### src/rtl/tape_bit_writer.sv
// tape_bit_writer: generates a pilot/sync/data/end tape waveform from a byte stream
module tape_bit_writer #(
  parameter int CLK_FREQ     = 27000000,
  parameter int TICKS_PILOT  = 16724,
  parameter int PILOT_HALVES = 3224,
  parameter int TICKS_SYNC1  = 5145,
  parameter int TICKS_SYNC2  = 5670,
  parameter int TICKS_0      = 3600,
  parameter int TICKS_1      = 7200,
  parameter int TICKS_END    = 5145,
  parameter int TICKS_PAUSE  = 27000000
) (
  input  logic       clk,
  input  logic       reset,
  input  logic       start,
  input  logic [7:0] data_in,
  input  logic       data_valid,
  input  logic       data_last,
  output logic       data_ready,
  output logic       aud,
  output logic       busy,
  output logic       done,
  output logic       underrun,
  output logic       edge_led
);
  localparam logic [31:0] TPM = 32'(TICKS_PILOT - 1);
  localparam logic [31:0] PHM = 32'(PILOT_HALVES - 1);
  localparam logic [31:0] S1M = 32'(TICKS_SYNC1 - 1);
  localparam logic [31:0] S2M = 32'(TICKS_SYNC2 - 1);
  localparam logic [31:0] T0M = 32'(TICKS_0 - 1);
  localparam logic [31:0] T1M = 32'(TICKS_1 - 1);
  localparam logic [31:0] TEM = 32'(TICKS_END - 1);
  localparam logic [31:0] TAM = 32'(TICKS_PAUSE - 1);
  typedef enum logic [2:0] {IDLE, PILOT, SYNC1, SYNC2, DATA, END, PAUSE} state_t;
  state_t state, state_n;
  logic [31:0] cnt, cnt_n, half, half_n;
  logic [7:0] shifter, shifter_n, hold_data, hold_data_n;
  logic [2:0] bit_idx, bit_idx_n;
  logic low, low_n, cur_last, cur_last_n, hold_valid, hold_valid_n, hold_last, hold_last_n;
  logic last_acc, last_acc_n, aud_n, done_n, underrun_n, edge_led_n;
  logic expired, accept, need_load, to_end, load;
  assign busy = state != IDLE;
  assign data_ready = busy & ~hold_valid & ~last_acc;
  assign accept = data_valid & data_ready;
  assign expired = cnt == 32'd0;
  always_comb begin
    state_n = state;
    cnt_n = expired ? cnt : cnt - 32'd1;
    half_n = half;
    shifter_n = shifter;
    bit_idx_n = bit_idx;
    low_n = low;
    cur_last_n = cur_last;
    aud_n = aud;
    done_n = 1'b0;
    underrun_n = 1'b0;
    need_load = 1'b0;
    to_end = 1'b0;
    load = 1'b0;
    case (state)
      IDLE: if (start) begin
        state_n = PILOT;
        cnt_n = TPM;
        aud_n = 1'b1;
        half_n = 32'd0;
      end
      PILOT: if (expired) begin
        if (half == PHM) begin
          state_n = SYNC1;
          cnt_n = S1M;
          aud_n = 1'b1;
        end else begin
          half_n = half + 32'd1;
          aud_n = ~aud;
          cnt_n = TPM;
        end
      end
      SYNC1: if (expired) begin
        state_n = SYNC2;
        cnt_n = S2M;
        aud_n = 1'b0;
      end
      SYNC2: need_load = expired;
      DATA: if (expired) begin
        if (!low) begin
          low_n = 1'b1;
          aud_n = 1'b0;
          cnt_n = shifter[7] ? T1M : T0M;
        end else if (bit_idx != 3'd0) begin
          bit_idx_n = bit_idx - 3'd1;
          shifter_n = {shifter[6:0], 1'b0};
          low_n = 1'b0;
          aud_n = 1'b1;
          cnt_n = shifter[6] ? T1M : T0M;
        end else begin
          to_end = cur_last;
          need_load = ~cur_last;
        end
      end
      END: if (expired) begin
        state_n = PAUSE;
        cnt_n = TAM;
        aud_n = 1'b0;
      end
      PAUSE: if (expired) begin
        state_n = IDLE;
        done_n = 1'b1;
      end
      default: state_n = IDLE;
    endcase
    if (need_load && hold_valid) begin
      load = 1'b1;
      state_n = DATA;
      shifter_n = hold_data;
      cur_last_n = hold_last;
      bit_idx_n = 3'd7;
      low_n = 1'b0;
      aud_n = 1'b1;
      cnt_n = hold_data[7] ? T1M : T0M;
    end else if (need_load || to_end) begin
      underrun_n = need_load;
      state_n = END;
      aud_n = 1'b1;
      cnt_n = TEM;
    end
    hold_valid_n = (state == IDLE) ? 1'b0 : accept | (hold_valid & ~load);
    hold_data_n = accept ? data_in : hold_data;
    hold_last_n = accept ? data_last : hold_last;
    last_acc_n = (state == IDLE) ? 1'b0 : last_acc | (accept & data_last);
    edge_led_n = edge_led ^ (aud_n & ~aud);
  end
  always_ff @(posedge clk) begin
    if (reset) begin
      state <= IDLE;
      cnt <= '0;
      half <= '0;
      shifter <= '0;
      bit_idx <= '0;
      low <= 1'b0;
      cur_last <= 1'b0;
      hold_valid <= 1'b0;
      hold_data <= '0;
      hold_last <= 1'b0;
      last_acc <= 1'b0;
      aud <= 1'b0;
      done <= 1'b0;
      underrun <= 1'b0;
      edge_led <= 1'b0;
    end else begin
      state <= state_n;
      cnt <= cnt_n;
      half <= half_n;
      shifter <= shifter_n;
      bit_idx <= bit_idx_n;
      low <= low_n;
      cur_last <= cur_last_n;
      hold_valid <= hold_valid_n;
      hold_data <= hold_data_n;
      hold_last <= hold_last_n;
      last_acc <= last_acc_n;
      aud <= aud_n;
      done <= done_n;
      underrun <= underrun_n;
      edge_led <= edge_led_n;
    end
  end
endmodule

### config.mk
export PLATFORM = sky130hd
export DESIGN_NAME = tape_bit_writer
export DESIGN_NICKNAME = d
export VERILOG_FILES = /design/src/rtl/tape_bit_writer.sv
export SDC_FILE = /design/constraint.sdc
export NUM_CORES = 1
export LEC_CHECK = 0
export BUFFER_PORTS_ARGS = -buffer_cell sky130_fd_sc_hd__buf_2
export CAP_MARGIN = 15
export CORE_ASPECT_RATIO = 1.1
export CORE_MARGIN = 3
export CORE_UTILIZATION = 49
export DETAILED_ROUTE_END_ITERATION = 12
export PLACE_DENSITY_LB_ADDON = 0.2
export SLEW_MARGIN = 30
export SYNTH_ARGS = -nofsm -noshare
export SYNTH_HDL_FRONTEND = slang
export SYNTH_SLANG_ARGS = --single-unit
### constraint.sdc
create_clock -name clk -period 2.8 [get_ports clk]
set_input_delay 0.42 -clock clk [delete_from_list [all_inputs] [get_ports clk]]
set_output_delay 0.42 -clock clk [all_outputs]
set_load 0.1 [all_outputs]
# Yosys cells after proc, flatten, opt, wreduce, memory -nomap -nowiden
# Index checks and enable logic that the tools add are counted.
# word_totals
regBits,95
word_cells,149
# op_classes
add_sub_neg,3
eq_ne,28
muxes,60
bitwise_logic,17
n_reduce_logical,24
# ops
op,n
32-bit 2-to-1 mux,13
32-bit case mux with 5 select lines,1
32-bit case mux with 2 select lines,1
8-bit 2-to-1 mux,5
13-bit 2-to-1 mux,3
3-bit 2-to-1 mux,13
32-bit by 1-bit adder with 32-bit output (second input constant),1
32-bit by 12-bit equality test with 1-bit output (second input constant),1
32-bit logical NOT,1
32-bit by 1-bit subtractor with 32-bit output (second input constant),1
4-bit inequality test (second input constant),6
7-bit AND reduction,3
1-bit 2-to-1 mux,20
3-bit inequality test (second input constant),6
3-bit case mux with 6 select lines,1
15-bit 2-to-1 mux,1
2-bit inequality test (second input constant),7
2-bit nonzero test,5
2-bit OR reduction,5
3-bit equality test (second input constant),3
1-bit NOT,8
4-bit AND reduction,2
1-bit bitwise AND,6
3-bit by 2-bit equality test with 1-bit output (second input constant),2
other kinds (14),17

# Logic depth before layout (Yosys ltp)
# Gate-level depths: netlist of run 1.
# logic_depth
ltp_word,10
ltp_mapped,14
mapped_depth_nobuf,13

# Worst setup path before layout of run 1
# No wires, ideal clock.
# synth_path
path_type,register -> register
startpoint,register cnt[0]
endpoint,register cnt[0]
setup_ps,131
arrival_time_ps,2446
slack_ps,223
path_stages_with_launch,14
path_buffers,1
synth_period_minus_slack_ps,2577
path_cell_list,dfxtp_1 -> inv_1 -> ha_1 -> nor4b_4 -> nand2_1 -> nor4_4 -> inv_2 -> clkbuf_1 -> ha_1 -> o21ai_0 -> and3_1 -> nand2_1 -> a211oi_1 -> o22ai_1
# synth_between
elab_chain_cells,8
elab_cells_between_ends,19
# synth_lines
item,line_no,text
from (decl),36,"logic [31:0] cnt, cnt_n, half, half_n;"
from (signal assigned),151,cnt <= cnt_n;
32-bit by 1-bit subtractor with 32-bit output / 32-bit logical NOT (equally long branches),"48, 45",
32-bit 2-to-1 mux,48,cnt_n = expired ? cnt : cnt - 32'd1;
32-bit 2-to-1 mux,89,end else if (bit_idx != 3'd0) begin
32-bit 2-to-1 mux,85,if (!low) begin
32-bit 2-to-1 mux,84,DATA: if (expired) begin
32-bit case mux with 5 select lines,60,case (state)
32-bit 2-to-1 mux,120,end else if (need_load || to_end) begin
32-bit 2-to-1 mux *,111,if (need_load && hold_valid) begin
# Mark *: on every way between the ends. The rest lies on a longest branch, timed or not.
# A chain may end at the register's enable or synchronous reset.

# Worst setup path in the final report of run 1
# layout_path
startpoint,register cnt[1]
endpoint,register half[13]
# layout_between
elab_chain_cells,3
# layout_lines
item,line_no,text
32-bit logical NOT,45,assign expired = cnt == 32'd0;
2-bit inequality test (no source line),--,
4-bit AND reduction (no source line),--,
to (signal assigned),152,half <= half_n;
to (decl),36,
# No other way between the ends.

==> impl_metrics.yaml, run 1 <==
sta:
  fin_skew_ns: 0.00642
  timing.fmax_mhz: 369
  setup_viol: 0
  post-route-period-util_pct: 96.8
  finalWorstSetupSlack_ns: 0.0900
  drv_slew: 0
  tns_ns: 0
  maxSlewHeadroom_pct: 32.6
  hold_viol: 0
  min_period_ns: 2.71
  worst_pin_slew_ns: 1.01
floorplan:
  start_util_pct: 50.7
  rows: 39
  dieArea_sq_mm: 0.0122
  die_w_um: 106
  die_y_um: 116
  core-area_sq_mm: 0.0105
  io_pins: 19
yosys:
  yosysWarnings: 0
  ys_seq_elements: 95
  synth_edf_count: 0
  synth_area_sq_mm: 0.00535
  syn_nets: 685
  synth_common_cells: "dfxtp_1 (95), a21oi_1 (72), nand2_1 (52), nor2_1 (48), nand3_1 (37)"
  yosysTopAreaCellShare_pct: 35.6
  synth_flop_cell: "dfxtp_1"
  ys_seq_area_share_pct: 35.6
  syn_area_per_cell_sq_um: 8.03
  netlist_instances: 666
  async_flop_share_pct: 0
  synth_top_area_cell: "dfxtp_1"
  synth_most_common_cell: "dfxtp_1"
  yosysUniqueCellTypes: 65
  yosys-top-cells-area: "dfxtp_1 (36%), a21oi_1 (6.7%), nand2_1 (3.7%), nand3_1 (3.5%), xnor2_1 (3.4%)"
place:
  place_congestion: 0.885
  dp_worst_setup_slack_ns: 0.0870
  dp_hpwl_mm: 10.5
  portBuffers: 18
  place_inst: 819
drt:
  vias: 5192
  antenna_left: 0
  first_pass_iters: 5
  drcViolationCount: 0
  vias_per_cell: 6.21
  wl_per_cell_um: 17.2
  drt_iter0_drc: 350
  wl_mm: 14.4
pwr:
  p_seq_share_pct: 39.1
  powerDensity_mw_per_mm2: 644
  max-vdd-ir-drop_mv: 0.304
  p_int_w: 0.00254
  sw_frac_of_total_pct: 34.3
  power_switching_w: 0.00133
  clkPwrFrac_pct: 32.3
  power_frac_comb_pct: 28.6
  leakagePower_nw: 2.13
final_layout:
  area_delta_synth_final_pct: 12.5
  drive_gt1_share_pct: 12.7
  n_antenna_cell: 0
  fin_nets: 707
  num-fill-cells: 1006
  final_core_util_pct: 57.1
  final_cells: 836
worst_setup_path:
  cp_num_buf_inv: 1
  endpoint_kind: "flip-flop"
  crit_fanout: 6
  crit_path_top_delay_cell: "or4_1"
  crit_path_start_kind: "flip-flop"
  critPathMaxStageDelay_ns: 0.68
  crit_chain: "inv_1, ha_1, nor4b_4, nand3_2, or4_1, o22ai_4, or4b_1, nand2_1"
  cp.arrival_ns: 2.99
  cp_top_family: "simple AND/OR/NAND/NOR gates"
  critPathRequiredTime_ns: 3.08
  crit_type: "flip-flop to flip-flop"
clocking:
  clkLatencyLatePin_ns: 0.34
  clkTransAtPathRegs_ns: 0.06
  clockBufferDepth: 2
  cts_max_level: 3
  ctsHoldBuffers: 0
  cts_tree: "done"
  cts-buffers-inserted: 9
  cts_root_buffer: "clkbuf_16"
  cts_num_sinks: 95
grt:
  grt_pass1_wl_mm: 23.8
  grt_antenna_before_repair: 0
  grt_use_total_pct: 23.9
  overflow: 0
  grt_pass1_vias: 4840
  grt_max_degree: 24
run_status:
  status: "finished, final reports clean"
flow_run:
  maxCapViolCount: 0
worst_hold_path:
  hold_path.class: "input port to flip-flop"
worst reg2reg max path, cell delays in order (launching register included):
cell     delay, ns
dfxtp_1       0.33
inv_1         0.10
ha_1          0.21
nor4b_4       0.33
nand3_2       0.22
or4_1         0.68
o22ai_4       0.25
or4b_1        0.46
nand2_1       0.08
final cells by class:
cell class	instances	area (sq um)	area share [%]
multi-input cells	518	3240	53.9
well taps	143	179	2.98
inverters	16	60.1	0.999
repair buffers	48	330	5.49
flip-flops and latches	95	1900	31.6
clock inverters	5	57.6	0.957
clock buffers	11	243	4.04
power by group through the flow:
stage | Clock, W | Sequential [W] | Combinational, W
2_1_floorplan | 0 | 0.00155 | 0.000805
3_3_place_gp | 0 | 0.00154 | 0.00107
3_5_place_dp | 0 | 0.00154 | 0.00108
4_1_cts | 0.00126 | 0.00151 | 0.00109
5_1_grt | 0.00131 | 0.00153 | 0.00121
6_report | 0.00125 | 0.00151 | 0.00111
repair_timing:
| action | in CTS | in global routing |
|---|---|---|
| setup endpoints to repair | 0 | 2 |
| resized for setup | 0 | 2 |
| buffers inserted | 0 | 1 |
cells in the final DEF, fill, tap and decap left out, types with 10 or more instances in the layout:
cell type and count:
nor4_1 15, buf_2 17, xnor2_1 21, o211ai_1 13
nand3_1 37, nor3_1 28, nor2_1 48, o21ai_0 25
or4_1 15, nand2_1 51, or3_1 19, dfxtp_1 95
a21oi_1 71, buf_4 30, and2_1 10, nand4_1 15
inv_1 15
through the flow:
step                hold slack, ns  area, sq um  total power [W]
global placement             0.444         5700          0.00261
detailed placement           0.448         5700          0.00263
floorplan                    0.432         5350          0.00236
finish                       0.335         6010          0.00387
global route                 0.346         6010          0.00404
CTS                          0.327         6000          0.00387
per-layer routing:
layer | track usage, % | part of all wire (%) | up-vias
li1 | - | - | 2517
met1 | 32.7 | 47 | 2490
met2 | 38.9 | 46 | 164
met3 | 4.23 | 5.9 | 21
met4 | 7.08 | 1.5 | 0
met5 | 0 | 0 | -
kinds of logic (layout without fill, tap and decap cells):
family	Yosys count	after routing	share of synthesized area, %
adders and majority gates	6	6	1.40
DFF	95	95	35.6
AOI/OAI and AO/OA	173	173	20.1
muxes	11	11	2.13
and+or+nand+nor	300	300	32.3
xor gates and xnor gates	28	28	4.59
buffers and inverters	53	80	3.89
state kept, by name (all words and copies together) (netlist names):
name	count
aud	1
bit_idx	3
cnt	32
cur_last	1
done	1
edge_led	1
half	32
hold_data	8
hold_last	1
hold_valid	1
last_acc	1
low	1
shifter	8
state	3
underrun	1
worst paths after layout:
check                                            from  depth (start not counted)  slack [ns]                   endpoint
worst max-delay path                cnt[1]$_SDFF_PP0_                          8        0.09      half[13]$_SDFFE_PP0P_
worst min-delay path                       data_in[0]                          3        0.33  hold_data[0]$_SDFFE_PP0P_
worst max register to register      cnt[1]$_SDFF_PP0_                          8        0.09      half[13]$_SDFFE_PP0P_
worst min register to register  cur_last$_SDFFE_PP0P_                          2        0.46      cur_last$_SDFFE_PP0P_
Note: power is estimated with default switching activity, not from simulation.
==> run 2, diff against run 1 <==
--- a/config.mk
+++ b/config.mk
@@ -8,3 +8,3 @@
 export BUFFER_PORTS_ARGS = -buffer_cell sky130_fd_sc_hd__buf_2
-export CAP_MARGIN = 15
+export CAP_MARGIN = 30
 export CORE_ASPECT_RATIO = 1.1
==> constraint.sdc (replaced) <==
create_clock -name clk -period 2.8 [get_ports clk]
set_input_delay 0.28 -clock clk [delete_from_list [all_inputs] [get_ports clk]]
set_output_delay 0.28 -clock clk [all_outputs]
set_load 0.1 [all_outputs]
==> run 2 against run 1 <==
Against the previous run:
- count of clock-buffer cells in the layout shrank 2
- combinational power about the same
- final cell count is 0.36% higher
- sequential power about the same
- global-route usage grew 0.24 points
- largest cell class unchanged
- clock power up 20%
- highest routed layer unchanged
==> impl_metrics.yaml, run 2 (synthesis results as in run 1) <==
drt:
  vias_per_cell: 6.07
  wl_mm: 14.3
  drt_iter0_drc: 392
  first_pass_iters: 6
  vias: 5093
  antenna_left: 0
  drcViolationCount: 0
  wl_per_cell_um: 17.1
worst_setup_path:
  crit_chain: "inv_1, ha_1, nor4b_4, nand2_1, nor4_4, buf_4, mux2_2, or4_1, o22ai_1"
  critPathRequiredTime_ns: 3.06
  cp.arrival_ns: 2.93
  crit_type: "flip-flop to flip-flop"
  crit_fanout: 4
  critPathMaxStageDelay_ns: 0.48
  cp_num_buf_inv: 2
  r2r-start: "cnt[0]$_SDFF_PP0_"
  crit_path_top_delay_cell: "or4_1"
  ff2ff_path_depth: 9
  endpoint_kind: "flip-flop"
  r2r_slack_ns: 0.13
  crit_path_start_kind: "flip-flop"
  cp_top_family: "simple AND/OR/NAND/NOR gates"
  worstReg2RegEnd: "aud$_SDFF_PP0_"
  startpoint: "cnt[0]$_SDFF_PP0_"
grt:
  grt_use_total_pct: 24.1
  grt_max_degree: 36
  grt_antenna_before_repair: 0
  grt_pass1_wl_mm: 24.0
  grt_pass1_vias: 4828
  overflow: 0
sta:
  fin_skew_ns: 0.00882
  rsz0062_at_grt: "true"
  finalWorstSetupSlack_ns: 0.131
  post-route-period-util_pct: 95.3
  worst_pin_slew_ns: 0.759
  maxSlewHeadroom_pct: 49.4
  setup_viol: 0
  timing.fmax_mhz: 375
  min_period_ns: 2.67
  drv_slew: 0
  hold_viol: 0
final_layout:
  num-fill-cells: 1021
  area_delta_synth_final_pct: 14.6
  reg_top3: "cnt: 32 flops, half: 32 flops"
  final_cell_mix: "dfxtp_1 (95), a21oi_1 (71), nand2_1 (51)"
  drive_gt1_share_pct: 13.4
  fin_nets: 710
  final_core_util_pct: 58.1
  n_antenna_cell: 0
  final_common_cell: "dfxtp_1"
clocking:
  cts_tree: "done"
  cts_max_level: 3
  cts-buffers-inserted: 9
  clockBufferDepth: 2
  clkTransAtPathRegs_ns: 0.07
  cts_num_sinks: 95
  clkLatencyLatePin_ns: 0.34
  cts_root_buffer: "clkbuf_16"
worst_hold_path:
  hold_path.class: "input port to flip-flop"
  min_to: "hold_data[4]$_SDFFE_PP0P_"
  hold_depth: 3
  min_from: "data_in[4]"
pwr:
  powerDensity_mw_per_mm2: 679
  leakagePower_nw: 2.19
  max-vdd-ir-drop_mv: 0.338
place:
  dp_worst_setup_slack_ns: 0.105
  portBuffers: 18
  dp_hpwl_mm: 10.4
  place_congestion: 0.891
floorplan:
  core-area_sq_mm: 0.0105
  dieArea_sq_mm: 0.0122
  rows: 39
  start_util_pct: 50.7
  die_w_um: 106
  io_pins: 19
  die_y_um: 116
flow_run:
  maxCapViolCount: 0
run_status:
  status: "finished, final reports clean"
run 2: area by class of cell:
cell class,count,area (sq um),share of cell area (%)
multi-input cells,518,3260,53.3
repair buffers,51,353,5.76
clock inverters,7,143,2.33
flip-flops and latches,95,1900,31.1
clock buffers,9,225,3.68
inverters,16,60.1,0.981
well taps,143,179,2.92
run 2: layer usage:
layer	track usage (%)	up-vias	routed length [um]
met3	3.68	12	822
li1	-	2523	-
met2	38.6	150	6580
met4	7.08	0	197
met1	34.0	2408	6730
met5	0	-	0
run 2: worst max-delay path by stage:
stage | endpoint | slack (ns) | cells after the start
3_5_place_dp | cnt[2]$_SDFF_PP0_ | 0.10 | 8
3_3_place_gp | cnt[2]$_SDFF_PP0_ | 0.06 | 8
2_1_floorplan | cnt[0]$_SDFF_PP0_ | 0.22 | 13
4_1_cts | cnt[2]$_SDFF_PP0_ | 0.06 | 8
5_1_grt | cnt[0]$_SDFF_PP0_ | -0.02 | 12
6_report | aud$_SDFF_PP0_ | 0.13 | 9
run 2: what timing repair did:
item                                    CTS  global route
gates resized for setup                   0             4
endpoints found under the setup margin    0            10
hold buffers                              0             0
endpoints found under the hold margin     0             0
buffers inserted                          0             1
run 2: worst min-delay path, delay by kind of cell:
kind	cells	cell delay, ns
compound gates	1	0.05
buf+inv	1	0.10
simple gates	1	0.06
run 2: report_power, final:
group	leakage, nW	internal, W	total (W)	switching, W
sequential	0.769	0.00143	0.00151	0.0000884
combinational	1.24	0.000421	0.00114	0.000717
clock	0.180	0.000967	0.00150	0.000538
run 2: metrics by stage:
stage                     setup TNS, ns  area (sq um)  hold slack, ns  total power [W]  std cells
after global placement                0          5730           0.443          0.00262        822
after global routing            -0.0424          6120           0.202          0.00433        839
after CTS                             0          6090           0.189          0.00414        838
final                                 0          6120           0.196          0.00416        839
after detailed placement              0          5730           0.450          0.00264        822
after floorplan                       0          5350           0.427          0.00236        666
==> run 3, diff against run 2 <==
Settings changed: ABC_AREA set to 1.
==> run 3 against run 2 <==
Against the previous run:
- setup slack improved by 0.26 ns
- clock skew increased by 0.0039 ns
- fmax increased by 11%
- design area rose by 7.4%
- sequential power up 18%
- clock power shrank 20%
- register-to-register slack improved by 0.26 ns
- area after synthesis up 13%
- critical endpoint is now half[20]$_SDFFE_PP0P_
- largest cell class unchanged
==> impl_metrics.yaml, run 3 <==
sta:
  setup_viol: 0
  fin_skew_ns: 0.0127
  timing.fmax_mhz: 416
  post-route-period-util_pct: 85.9
  tns_ns: 0
  hold_viol: 0
  min_period_ns: 2.40
  drv_slew: 0
  rsz0062_at_grt: "false"
  worst_pin_slew_ns: 0.530
  maxSlewHeadroom_pct: 64.7
yosys:
  synth_flop_cell: "dfxtp_1"
  synth_top_area_cell: "dfxtp_1"
  async_flop_share_pct: 0
  synth_area_sq_mm: 0.00602
  netlist_instances: 977
  yosys-top-cells-area: "dfxtp_1 (32%), nand2_1 (17%), nor2_1 (9.0%), inv_1 (7.4%), a21oi_1 (6.0%)"
  yosysTopAreaCellShare_pct: 31.6
  yosysWarnings: 0
  synth_edf_count: 0
  yosysUniqueCellTypes: 38
  ys_seq_elements: 95
  synth_common_cells: "nand2_1 (265), nor2_1 (144), inv_1 (119), dfxtp_1 (95), a21oi_1 (72)"
  synth_most_common_cell: "nand2_1"
  ys_seq_area_share_pct: 31.6
  syn_area_per_cell_sq_um: 6.17
  syn_nets: 996
floorplan:
  dieArea_sq_mm: 0.0137
  core-area_sq_mm: 0.0117
  die_w_um: 112
  io_pins: 19
  start_util_pct: 51.3
  die_y_um: 122
  rows: 41
place:
  portBuffers: 18
  dp_hpwl_mm: 12.9
  place_congestion: 0.993
clocking:
  cts_tree: "done"
  cts-buffers-inserted: 9
  cts_setup_buffers: 0
  clkLatencyLatePin_ns: 0.36
  ctsHoldBuffers: 0
  cts_num_sinks: 95
  cts_max_level: 3
  clockBufferDepth: 2
  cts_resized: 0
  clkTransAtPathRegs_ns: 0.08
  cts_root_buffer: "clkbuf_16"
pwr:
  p_seq_share_pct: 25.1
  power_switching_w: 0.00374
  p_total_w: 0.00711
  max-vdd-ir-drop_mv: 0.620
  clkPwrFrac_pct: 16.9
  p_int_w: 0.00337
  sw_frac_of_total_pct: 52.6
  power_frac_comb_pct: 58.0
  leakagePower_nw: 2.86
  powerDensity_mw_per_mm2: 1080
worst_setup_path:
  cp_top_family: "simple AND/OR/NAND/NOR gates"
  cp.arrival_ns: 2.69
  crit_path_start_kind: "flip-flop"
  cp_num_buf_inv: 2
  crit_type: "flip-flop to flip-flop"
  crit_path_top_delay_cell: "inv_2"
  crit_chain: "inv_1, ha_1, nand2_1, nor2_1, nand2_1, nor2_2, nand2_4, nand2_4, nand4_4, inv_2, nand4_1, a21oi_1"
  critPathMaxStageDelay_ns: 0.43
  crit_fanout: 28
  critPathRequiredTime_ns: 3.08
  endpoint_kind: "flip-flop"
final_layout:
  drive_gt1_share_pct: 8.86
  num-fill-cells: 1188
  n_antenna_cell: 0
  final_cell_mix: "nand2_1 (265), nor2_1 (144), inv_1 (119)"
  final_common_cell: "nand2_1"
  fin_nets: 1018
  reg_top3: "cnt: 32 flops, half: 32 flops"
  area_delta_synth_final_pct: 9.16
grt:
  grt_pass1_vias: 5664
  grt_max_degree: 43
  grt_use_total_pct: 25.4
  grt_pass1_wl_mm: 28.1
  grt_antenna_before_repair: 0
  overflow: 0
drt:
  wl_mm: 17.2
  first_pass_iters: 5
  antenna_left: 0
  vias_per_cell: 5.44
  drt_iter0_drc: 570
  wl_per_cell_um: 14.9
  drcViolationCount: 0
  vias: 6279
run_status:
  status: "finished, final reports clean"
worst_hold_path:
  hold_path.class: "input port to flip-flop"
flow_run:
  maxCapViolCount: 0
-- run 3: changes by cell type after synthesis, moves of 17 or more --
cell | before | now
nand2_1 | 52 | 265
inv_1 | 15 | 119
nor2_1 | 48 | 144
nand4_1 | 15 | 37
nand3_1 | 37 | 57
clkbuf_1 | 26 | 7
or3_1 | 19 | 0
xnor2_1 | 21 | 4
-- run 3: final timing paths --
| check | startpoint | end | slack [ns] | depth (start not counted) |
|---|---|---|---|---|
| hold reg to reg | hold_data[1]$_SDFFE_PP0P_ | hold_data[1]$_SDFFE_PP0P_ | 0.45 | 2 |
| hold / removal | data_in[0] | hold_data[0]$_SDFFE_PP0P_ | 0.17 | 3 |
| setup reg to reg | cnt[0]$_SDFF_PP0_ | half[20]$_SDFFE_PP0P_ | 0.40 | 12 |
| setup / recovery | cnt[0]$_SDFF_PP0_ | half[20]$_SDFFE_PP0P_ | 0.40 | 12 |
-- run 3: power groups by stage --
stage                     logic [W]  registers [W]  clock network [W]
after floorplan             0.00306        0.00185                  0
after global placement      0.00407        0.00181                  0
after detailed placement    0.00405        0.00181                  0
after CTS                   0.00408        0.00178            0.00123
after global routing        0.00457        0.00181            0.00128
final                       0.00412        0.00178            0.00120
-- run 3: metal layers --
layer	up-vias	GRT usage, %	routed length [um]	part of all wire [%]
li1	3196	-	-	-
met1	2817	33.1	7640	44
met2	227	41.2	7950	46
met3	39	4.93	1030	6.0
met4	0	10.8	554	3.2
met5	-	0	0	0
-- run 3: logic make-up (layout without fill, tap and decap cells) --
logic type      count (synthesis)  in the layout  synth area share (%)
flops                          95             95                  31.6
xor+xnor                       26             26                  3.78
buf+inv                       153            180                  10.2
fa+ha+maj                       6              6                  1.25
simple gates                  557            557                  40.3
compound gates                140            140                  12.9
-- run 3: metrics by stage --
| stage | hold slack (ns) | std cells | setup WS (ns) | util, % | area [sq um] |
|---|---|---|---|---|---|
| floorplan | 0.423 | 977 | 0.131 | - | 6030 |
| global placement | 0.440 | 1138 | 0.480 | 53.5 | 6290 |
| detailed placement | 0.444 | 1138 | 0.429 | 53.5 | 6290 |
| CTS | 0.159 | 1154 | 0.405 | 56.0 | 6580 |
| global route | 0.175 | 1154 | 0.0934 | 56.0 | 6580 |
| finish | 0.168 | 1154 | 0.396 | 56.0 | 6580 |
-- run 3: cell type report --
cell class	count	area [sq um]	share of cell area, %
well taps	150	188	2.85
multi-input cells	729	3510	53.4
flip-flops and latches	95	1900	28.9
repair buffers	31	188	2.85
inverters	133	499	7.59
clock inverters	6	57.6	0.875
clock buffers	10	229	3.48
-- run 3: tightest hold or removal path: cells and delay by family --
kind	cells	cell delay, ns
AOI/OAI and AO/OA	1	0.05
and+or+nand+nor	1	0.05
buffers and inverters	1	0.09
